<file path="config.mk">
export PLATFORM = sky130hd
export DESIGN_NAME = npu_output_stage
export DESIGN_NICKNAME = d
export VERILOG_FILES = /design/src/rtl/npu_output_stage.sv
export SDC_FILE = /design/constraint.sdc
export NUM_CORES = 1
export LEC_CHECK = 0
export BUFFER_PORTS_ARGS = -buffer_cell sky130_fd_sc_hd__buf_2
export CORE_UTILIZATION = 50
export CTS_BUF_LIST = sky130_fd_sc_hd__clkbuf_2
export DETAILED_ROUTE_END_ITERATION = 10
export PLACE_DENSITY = 0.7
export SETUP_SLACK_MARGIN = 0.02
export SLEW_MARGIN = 20
export SYNTH_ARGS = -nofsm -noshare
export SYNTH_HDL_FRONTEND = slang
export SYNTH_SLANG_ARGS = --single-unit
</file>
<file path="constraint.sdc">
create_clock -name CLK -period 6.3 [get_ports CLK]
set_clock_uncertainty 0.2 [all_clocks]
set_input_delay 1.26 -clock CLK [delete_from_list [all_inputs] [get_ports CLK]]
set_output_delay 1.26 -clock CLK [all_outputs]
set_load 0.01 [all_outputs]
</file>
<file path="src/rtl/npu_output_stage.sv">
// NPU output stage: FIFO-buffered fixed-point results, converted at dequeue to int32 or IEEE-754 single.
// Optional macro NPU_OUT_SATURATE_EN clamps int-mode left-shift overflow instead of wrapping.
module npu_output_stage #(
  parameter int DIN_W  = 16,
  parameter int FRAC_W = 7,
  parameter int DEPTH  = 16,
  parameter int OUT_W  = 32
) (
  input  logic                     CLK,
  input  logic                     npu_rst,
  input  logic [DIN_W-1:0]         din,
  input  logic                     wr_en,
  output logic                     full,
  output logic                     empty,
  output logic [$clog2(DEPTH):0]   level,
  output logic                     overflow,
  input  logic [15:0]              cfg_data,
  input  logic                     cfg_we,
  output logic [OUT_W-1:0]         dout,
  output logic                     dout_valid,
  input  logic                     dout_ready
);

  localparam int AW = $clog2(DEPTH);
  localparam int LW = AW + 1;
`ifdef NPU_OUT_SATURATE_EN
  localparam int XW = 64;
  localparam logic signed [XW-1:0] SAT_MAX = (64'sd1 <<< (OUT_W - 1)) - 64'sd1;
  localparam logic signed [XW-1:0] SAT_MIN = -(64'sd1 <<< (OUT_W - 1));
`else
  localparam int XW = OUT_W;
`endif

  generate
    if (OUT_W != 32) begin : g_bad_out_w
      $error("npu_output_stage: OUT_W must be 32");
    end
    if (DIN_W < 8 || DIN_W > 24 || FRAC_W < 0 || FRAC_W >= DIN_W) begin : g_bad_din
      $error("npu_output_stage: DIN_W/FRAC_W out of range");
    end
    if (DEPTH < 4 || DEPTH > 1024 || (DEPTH & (DEPTH - 1)) != 0) begin : g_bad_depth
      $error("npu_output_stage: DEPTH must be a power of two in 4..1024");
    end
  endgenerate

  // Int mode: binary-point shift; the wide intermediate only exists when saturation needs it.
  function automatic logic [OUT_W-1:0] conv_int(input logic [DIN_W-1:0] d, input logic [14:0] s);
    logic signed [XW-1:0] x;
    logic signed [XW-1:0] v;
    x = XW'($signed(d));
    if (s < 15'(FRAC_W)) begin
      v = x >>> (15'(FRAC_W) - s);
    end else if (s <= 15'(FRAC_W + OUT_W - 1)) begin
      v = x <<< (s - 15'(FRAC_W));
    end else begin
      v = '0;
    end
`ifdef NPU_OUT_SATURATE_EN
    if (v > SAT_MAX) begin
      v = SAT_MAX;
    end else if (v < SAT_MIN) begin
      v = SAT_MIN;
    end else begin
      v = v;
    end
`endif
    return v[OUT_W-1:0];
  endfunction

  function automatic logic [31:0] conv_flt(input logic [DIN_W-1:0] d, input logic [7:0] k);
    logic             sgn;
    logic [DIN_W-1:0] mag;
    logic [4:0]       p;
    logic [22:0]      mant;
    logic signed [9:0] e;
    sgn = d[DIN_W-1];
    // Two's-complement negate; the most-negative input yields 2^(DIN_W-1) as an unsigned magnitude.
    mag = sgn ? (~d + DIN_W'(1)) : d;
    p = 5'd0;
    for (int i = 0; i < DIN_W; i++) begin
      if (mag[i]) p = 5'(i);
    end
    mant = 23'(24'(mag) << (5'd23 - p));
    e = 10'(10'd127 + 10'(p) - 10'(FRAC_W) + {{2{k[7]}}, k});
    if (d == '0) begin
      return 32'h0000_0000;
    end else if (e >= 10'sd255) begin
      return {sgn, 8'hFF, 23'd0};
    end else if (e <= 10'sd0) begin
      return {sgn, 31'd0};
    end else begin
      return {sgn, e[7:0], mant};
    end
  endfunction

  logic [DIN_W-1:0] r_mem [DEPTH];
  logic [AW-1:0]    r_wptr, r_rptr;
  logic [LW-1:0]    r_count;
  logic             r_full, r_empty, r_overflow, r_valid;
  logic [15:0]      r_cfg;
  logic [OUT_W-1:0] r_dout;

  logic             w_push, w_load;
  logic [LW-1:0]    w_count_nxt;
  logic [OUT_W-1:0] w_conv;
  logic [DIN_W-1:0] w_head;

  assign w_push = wr_en & ~r_full;
  assign w_load = ~r_empty & (~r_valid | dout_ready);
  assign w_head = r_mem[r_rptr];

  // Next occupancy and converted head word
  always_comb begin
    w_count_nxt = r_count;
    case ({w_push, w_load})
      2'b10:   w_count_nxt = r_count + LW'(1);
      2'b01:   w_count_nxt = r_count - LW'(1);
      default: w_count_nxt = r_count;
    endcase
    if (r_cfg[15]) begin
      w_conv = OUT_W'(conv_flt(w_head, r_cfg[7:0]));
    end else begin
      w_conv = conv_int(w_head, r_cfg[14:0]);
    end
  end

  // Storage array; pointers, not contents, carry the reset
  always_ff @(posedge CLK) begin
    if (w_push) r_mem[r_wptr] <= din;
  end

  // Pointers, flags, format register and output register
  always_ff @(posedge CLK) begin
    if (npu_rst) begin
      r_wptr     <= '0;
      r_rptr     <= '0;
      r_count    <= '0;
      r_full     <= 1'b0;
      r_empty    <= 1'b1;
      r_overflow <= 1'b0;
      r_cfg      <= 16'h0000;
      r_dout     <= '0;
      r_valid    <= 1'b0;
    end else begin
      if (w_push) r_wptr <= r_wptr + AW'(1);
      if (w_load) r_rptr <= r_rptr + AW'(1);
      r_count    <= w_count_nxt;
      r_full     <= (w_count_nxt == LW'(DEPTH));
      r_empty    <= (w_count_nxt == LW'(0));
      r_overflow <= r_overflow | (wr_en & r_full);
      if (cfg_we) r_cfg <= cfg_data;
      if (w_load) begin
        r_dout  <= w_conv;
        r_valid <= 1'b1;
      end else if (dout_ready) begin
        r_valid <= 1'b0;
      end
    end
  end

  assign full       = r_full;
  assign empty      = r_empty;
  assign level      = r_count;
  assign overflow   = r_overflow;
  assign dout       = r_dout;
  assign dout_valid = r_valid;

endmodule

</file>
### After elaboration in Yosys (flattened, before gate mapping)

Memory sizes are Yosys's and may differ from the RTL's. A register that Yosys moved wholly into a read port is not among the register bits.
Cells that the tools add are included.

* register bits after elaboration: 65
* latch bits: 0
* RAM bits: 256
* ROM bits: 0
* bits of input ports: 37
* output and inout bits: 41
* logic and storage cells: 73
* memories kept: 1

* add/subtract/negate cells: 11
* multipliers: 0
* div/mod/pow operators: 0
* $lt $le $gt $ge: 4
* eq/ne operators: 3
* shifts and indexed selects: 3
* muxes and demuxes: 30
* bitwise operators: 9
* reductions and logical operators: 3

Memories
* r_mem: words 16, bits a word 16, rd ports 1, clocked after Yosys merged registers in 1, write ports 1, line 96 `logic [DIN_W-1:0] r_mem [DEPTH];`

Operators with widths (count)
* 2-to-1 mux 32 bit: 4
* 2-to-1 mux 5 bit: 15
* 2-to-1 mux 31 bit: 2
* <<< shifter 16 x 15 -> 32 bit: 1
* >>> shifter 16 x 15 -> 32 bit: 1
* left shift 16 x 5 -> 23 bit: 1
* adder 16 x 1 -> 16 bit, second input constant: 1
* logical NOT 16 bit: 1
* 2-to-1 mux 16 bit: 1
* NOT 16 bit: 1
* <= comparator 15 x 6 -> 1 bit, second input constant: 1
* < comparator 15 x 3 -> 1 bit, second input constant: 1
* subtractor 15 x 3 -> 15 bit, second input constant: 1
* subtractor 3 x 15 -> 15 bit, first input constant: 1
* adder 9 x 8 -> 10 bit: 1
* >= comparator 10 x 9 -> 1 bit, second input constant: 1
* <= comparator 10 x 1 -> 1 bit, second input constant: 1
* case mux 5 bit (2 select lines): 1
* subtractor 8 x 3 -> 9 bit, second input constant: 1
* adder 4 x 1 -> 4 bit, second input constant: 2
* adder 7 x 5 -> 8 bit, first input constant: 1
* 2-to-1 mux 4 bit: 2
* adder 5 x 1 -> 5 bit, second input constant: 1
* == test 5 bit, second input constant: 1
* 10 further kinds: 19

### Longest topological paths before layout

* word-level depth: 27
* gate-level depth with buffers: 34
* depth with buffers taken out: 28

### Worst setup path after synthesis

OpenSTA, ideal clock, no wires.

* path type: register to register
* start point: register (tool-made name)
* end point: register r_dout[12], in the netlist dout[12]
* library setup time: 0.092 ns
* arrival: 6.542 ns
* data required time: 6.008 ns
* slack: -0.535 ns
* stages on the path, launching flop included: 33
* path buffers: 6
* clock period less this slack: 6.835 ns
* path through: dfxtp_1 buf_6 buf_12 buf_8 mux4_2 nand2_1 nand4_2 clkinv_1 ha_1 clkbuf_1 inv_1 o21ai_0 a2111oi_0 nand4b_1 o311ai_1 a31o_4 inv_4 buf_6 ha_1 fa_1 a21o_1 a21oi_1 nor2b_1 o31a_1 o21ai_0 a211o_1 a21oi_1 or2_2 clkbuf_1 or3_1 nor2_1 nand2_1 o32ai_1

RTL lines
* to (signal assigned): line 153 `r_dout <= w_conv;`
* to (decl): line 101 `logic [OUT_W-1:0] r_dout;`

==> metrics.yaml <==
sta:
  setup_tns_ns: 0
  setup_violations: 0
  relSlewSlack_pct: 39.0
  worst_pin_slew_ns: 0.912
  slew_viol_final: 0
  fmax_ghz: 0.165
  setup_ws_ns: 0.229
  period_share_pct: 96.4
  period_needed_ns: 6.07
  finalHoldViolCount: 0
worst_setup_path:
  max_stage_delay_ns: 0.54
  reg2regPathDepth: 26
  rrSetupSlack_ns: 0.23
  required_ns: 7.00
  critPathSlowestCell: "mux4_2"
  crit_type: "flop to flop"
  path_delay_family: "compound AO/OA/AOI/OAI gates"
  worstPathMaxFanout: 11
  cp-start-kind: "flop"
  worst-path-buf-inv: 5
  end_kind: "flop"
  cp.arrival_ns: 6.77
  timing.rr.end: "dout[15]"
logic_synthesis:
  synth_warnings: 0
  yosys_register_bits: 325
  yosysUniqueCellTypes: 111
  synth_xor_area_share_pct: 1.90
  synth_edf_count: 256
  synth.mux.area_fraction_pct: 14.1
  synth_top_family_by_area: "compound AO/OA/AOI/OAI gates"
  synth-main-ff-cell: "edfxtp_1"
  syn-num-nets: 1490
  synth_async_sr_flop_share_pct: 0
  synthesis.area_um2: 17400
  synth_compound_area_share_pct: 14.4
  synth-adder-area-share_pct: 1.74
  postSynthAreaPerCell_um2: 12.2
  ys_seq_area_share_pct: 52.2
  syn_inst: 1430
  synthSimpleGateAreaFrac_pct: 12.4
power_and_ir_drop:
  power_density_nw_per_um2: 409
  p_comb_share_pct: 51.7
  p_leak_nw: 7.21
  p_int_mw: 4.77
  p_switching_mw: 3.44
  clkPwrFrac_pct: 17.8
  total_power_mw: 8.21
  p_seq_share_pct: 30.5
  ir_drop_mv: 0.233
  p_sw_share_pct: 41.9
hold_path:
  worstHoldStart: "empty"
  hold_class: "flop to flop"
  whs_endpoint: "dout_valid"
  worstHoldPathCells: 1
cts:
  cts_made_buffers: 84
  htree_levels: 3
  cts.sinks: 325
  clk_latency_ns: 0.99
  path_clk_slew_ns: 0.09
  clockBufferDepth: 3
  ctsHoldBuffers: 0
  cts-root-buf: "clkbuf_2"
  cts_tree: "yes"
routing:
  first_pass_iters: 6
  wl_mm: 49.1
  drc: 0
  vias_per_cell: 6.29
  wire_per_inst_um: 23.0
  vias: 13400
  drt.antenna.violating_nets: 0
  drt_iter0_drc: 1355
die:
  core-area_um2: 33900
  boundaryPins: 78
  die_y_um: 188
  start_util_pct: 51.3
  fp.dieW_um: 188
  rows: 67
  design.die.area_um2: 35500
finish:
  nNetsFinal: 1686
  regArea_um2: 9080
  final.fill_count: 2809
  multi_input_area_um2: 8130
  drive_above_1_share_pct: 32.4
  design_area_um2: 20100
  final_cells: 2130
  area_growth_pct: 15.6
placed_design:
  portBuffers: 77
  dp_hpwl_mm: 33.8
  gp_congestion: 0.979
  placement.cell_area_um2: 18900
  dp_slack_ns: -0.0288
  placed_cells: 1972
global_routing:
  grt_pass1_wl_mm: 74.2
  grt_max_degree: 63
  grtUsageTotal_pct: 27.5
  grt_pass1_vias: 13000
  antenna_found_initial: 1
  overflow: 0
run:
  max_cap_viol_count: 0
status:
  outcome: "completed"
metal layers:
metal / share of wire [%] / global-route usage [%] / up-vias
met2: 49 / 45.0 / 662
met3: 8.0 / 5.05 / 112
li1: - / - / 6021
met1: 41 / 36.3 / 6606
met4: 2.7 / 10.6 / 0
met5: 0 / 0 / -
worst max path at each step:
stage	cells past startpoint	start	endpoint
2_1_floorplan	31	flop	dout[12]
4_1_cts	27	flop	dout[19]
5_1_grt	24	flop	dout[15]
3_3_place_gp	26	flop	dout[19]
6_report	26	flop	dout[15]
3_5_place_dp	26	flop	dout[19]
metrics by stage:
stage | utilization (%) | hold slack [ns]
after floorplan | - | 0.268
after global placement | 55.7 | 0.226
after detailed placement | 55.7 | 0.243
after CTS | 58.1 | 0.214
after global routing | 59.3 | 0.279
final | 59.3 | 0.248
synth_stat cells (all sizes together) (4+ instances only):
library cell  count  share of area, %
edfxtp          256                44
nor2            150               3.3
nand2           114               2.5
a21oi            99               2.9
mux4             79                10
dfxtp            69               7.9
o21ai            61               1.8
clkbuf           56               1.2
mux2i            53               3.2
nor3             39               1.3
nand3            34               1.0
a31oi            33               1.3
buf              31               1.4
inv              29              0.64
xnor2            25               1.3
a22oi            22               1.0
ha               21               1.5
a21o             18              0.78
nand4            17              0.98
a211oi           15              0.78
o211ai           14              0.66
o22ai            12              0.43
nor4             11              0.60
xor2             11              0.55
and2              9              0.34
mux2              9              0.58
nand2b            9              0.32
o31ai             9              0.50
a31o              8              0.45
and3              8              0.29
nor2b             7              0.25
o21a              7              0.31
a22o              6              0.30
a221oi            5              0.39
and4              5              0.25
nand4b            5              0.29
or2               5              0.18
or3               5              0.18
a211o             4              0.20
a2bb2oi           4              0.24
o31a              4              0.20
power by group through the flow:
stage	sequential [mW]	clock, mW	combinational (mW)
after global placement	2.56	0	3.89
after floorplan	2.55	0	2.77
after global routing	2.51	1.60	4.55
after detailed placement	2.57	0	3.91
final	2.50	1.46	4.24
after CTS	2.50	1.50	3.97
final cells by class:
class	count	share of cell area (%)
Inverter	31	0.623
Clock inverter	16	0.654
Timing Repair Buffer	197	7.19
Antenna cell	1	0.0125
Sequential cell	325	45.2
Clock buffer	125	3.11
Multi-Input combinational cell	987	40.4
Tap cell	448	2.79
cells by family (layout without fill, tap and decap cells):
family | Yosys count | in the layout
other | 0 | 1
flip-flops | 325 | 325
XOR/XNOR | 36 | 36
buffers and inverters | 118 | 369
adder cells (fa/ha/maj) | 23 | 23
AND/OR/NAND/NOR | 428 | 428
AO/OA/AOI/OAI | 359 | 359
multiplexers | 141 | 141
cell usage in the layout, fill, tap and decap left out, types with 7 or more instances in the layout:
master | Yosys | final
clkbuf_2 | 0 | 125
xor2_1 | 11 | 11
nor2_2 | 0 | 15
o211ai_1 | 12 | 12
buf_2 | 15 | 77
clkinv_1 | 2 | 8
o22ai_1 | 12 | 12
inv_1 | 26 | 26
xnor2_1 | 23 | 18
a22oi_1 | 20 | 18
o21ai_0 | 59 | 57
xnor2_2 | 2 | 7
nand2b_1 | 9 | 8
nor2_1 | 148 | 132
a31oi_1 | 32 | 30
ha_1 | 21 | 20
a21o_1 | 18 | 18
nor3_2 | 3 | 7
o31ai_1 | 7 | 7
nand4_1 | 11 | 11
edfxtp_1 | 256 | 256
nor4_1 | 8 | 8
a31o_2 | 7 | 7
nand3_1 | 32 | 32
nand2_1 | 112 | 111
dfxtp_1 | 69 | 66
a21oi_1 | 97 | 93
mux4_2 | 74 | 75
a211oi_1 | 12 | 11
buf_4 | 5 | 107
and3_1 | 8 | 7
nor3_1 | 34 | 29
mux2i_1 | 49 | 44
state kept, by name, summed over array words and instances, names as in the netlist, named ones only:
name	count
overflow	1
dout	32
r_rptr	4
r_mem	256
dout_valid	1
r_wptr	4
empty	1
level	5
r_cfg	16
full	1
repair_timing:
| action | CTS | global route |
|---|---|---|
| hold endpoints to repair | 0 | 0 |
| endpoints found under the setup margin | 6 | 16 |
| resized for setup | 1 | 52 |
| setup buffers | 4 | 9 |
| pin swaps | 1 | 16 |
| gates cloned | 0 | 3 |
Power figures use the tool's default switching activity.
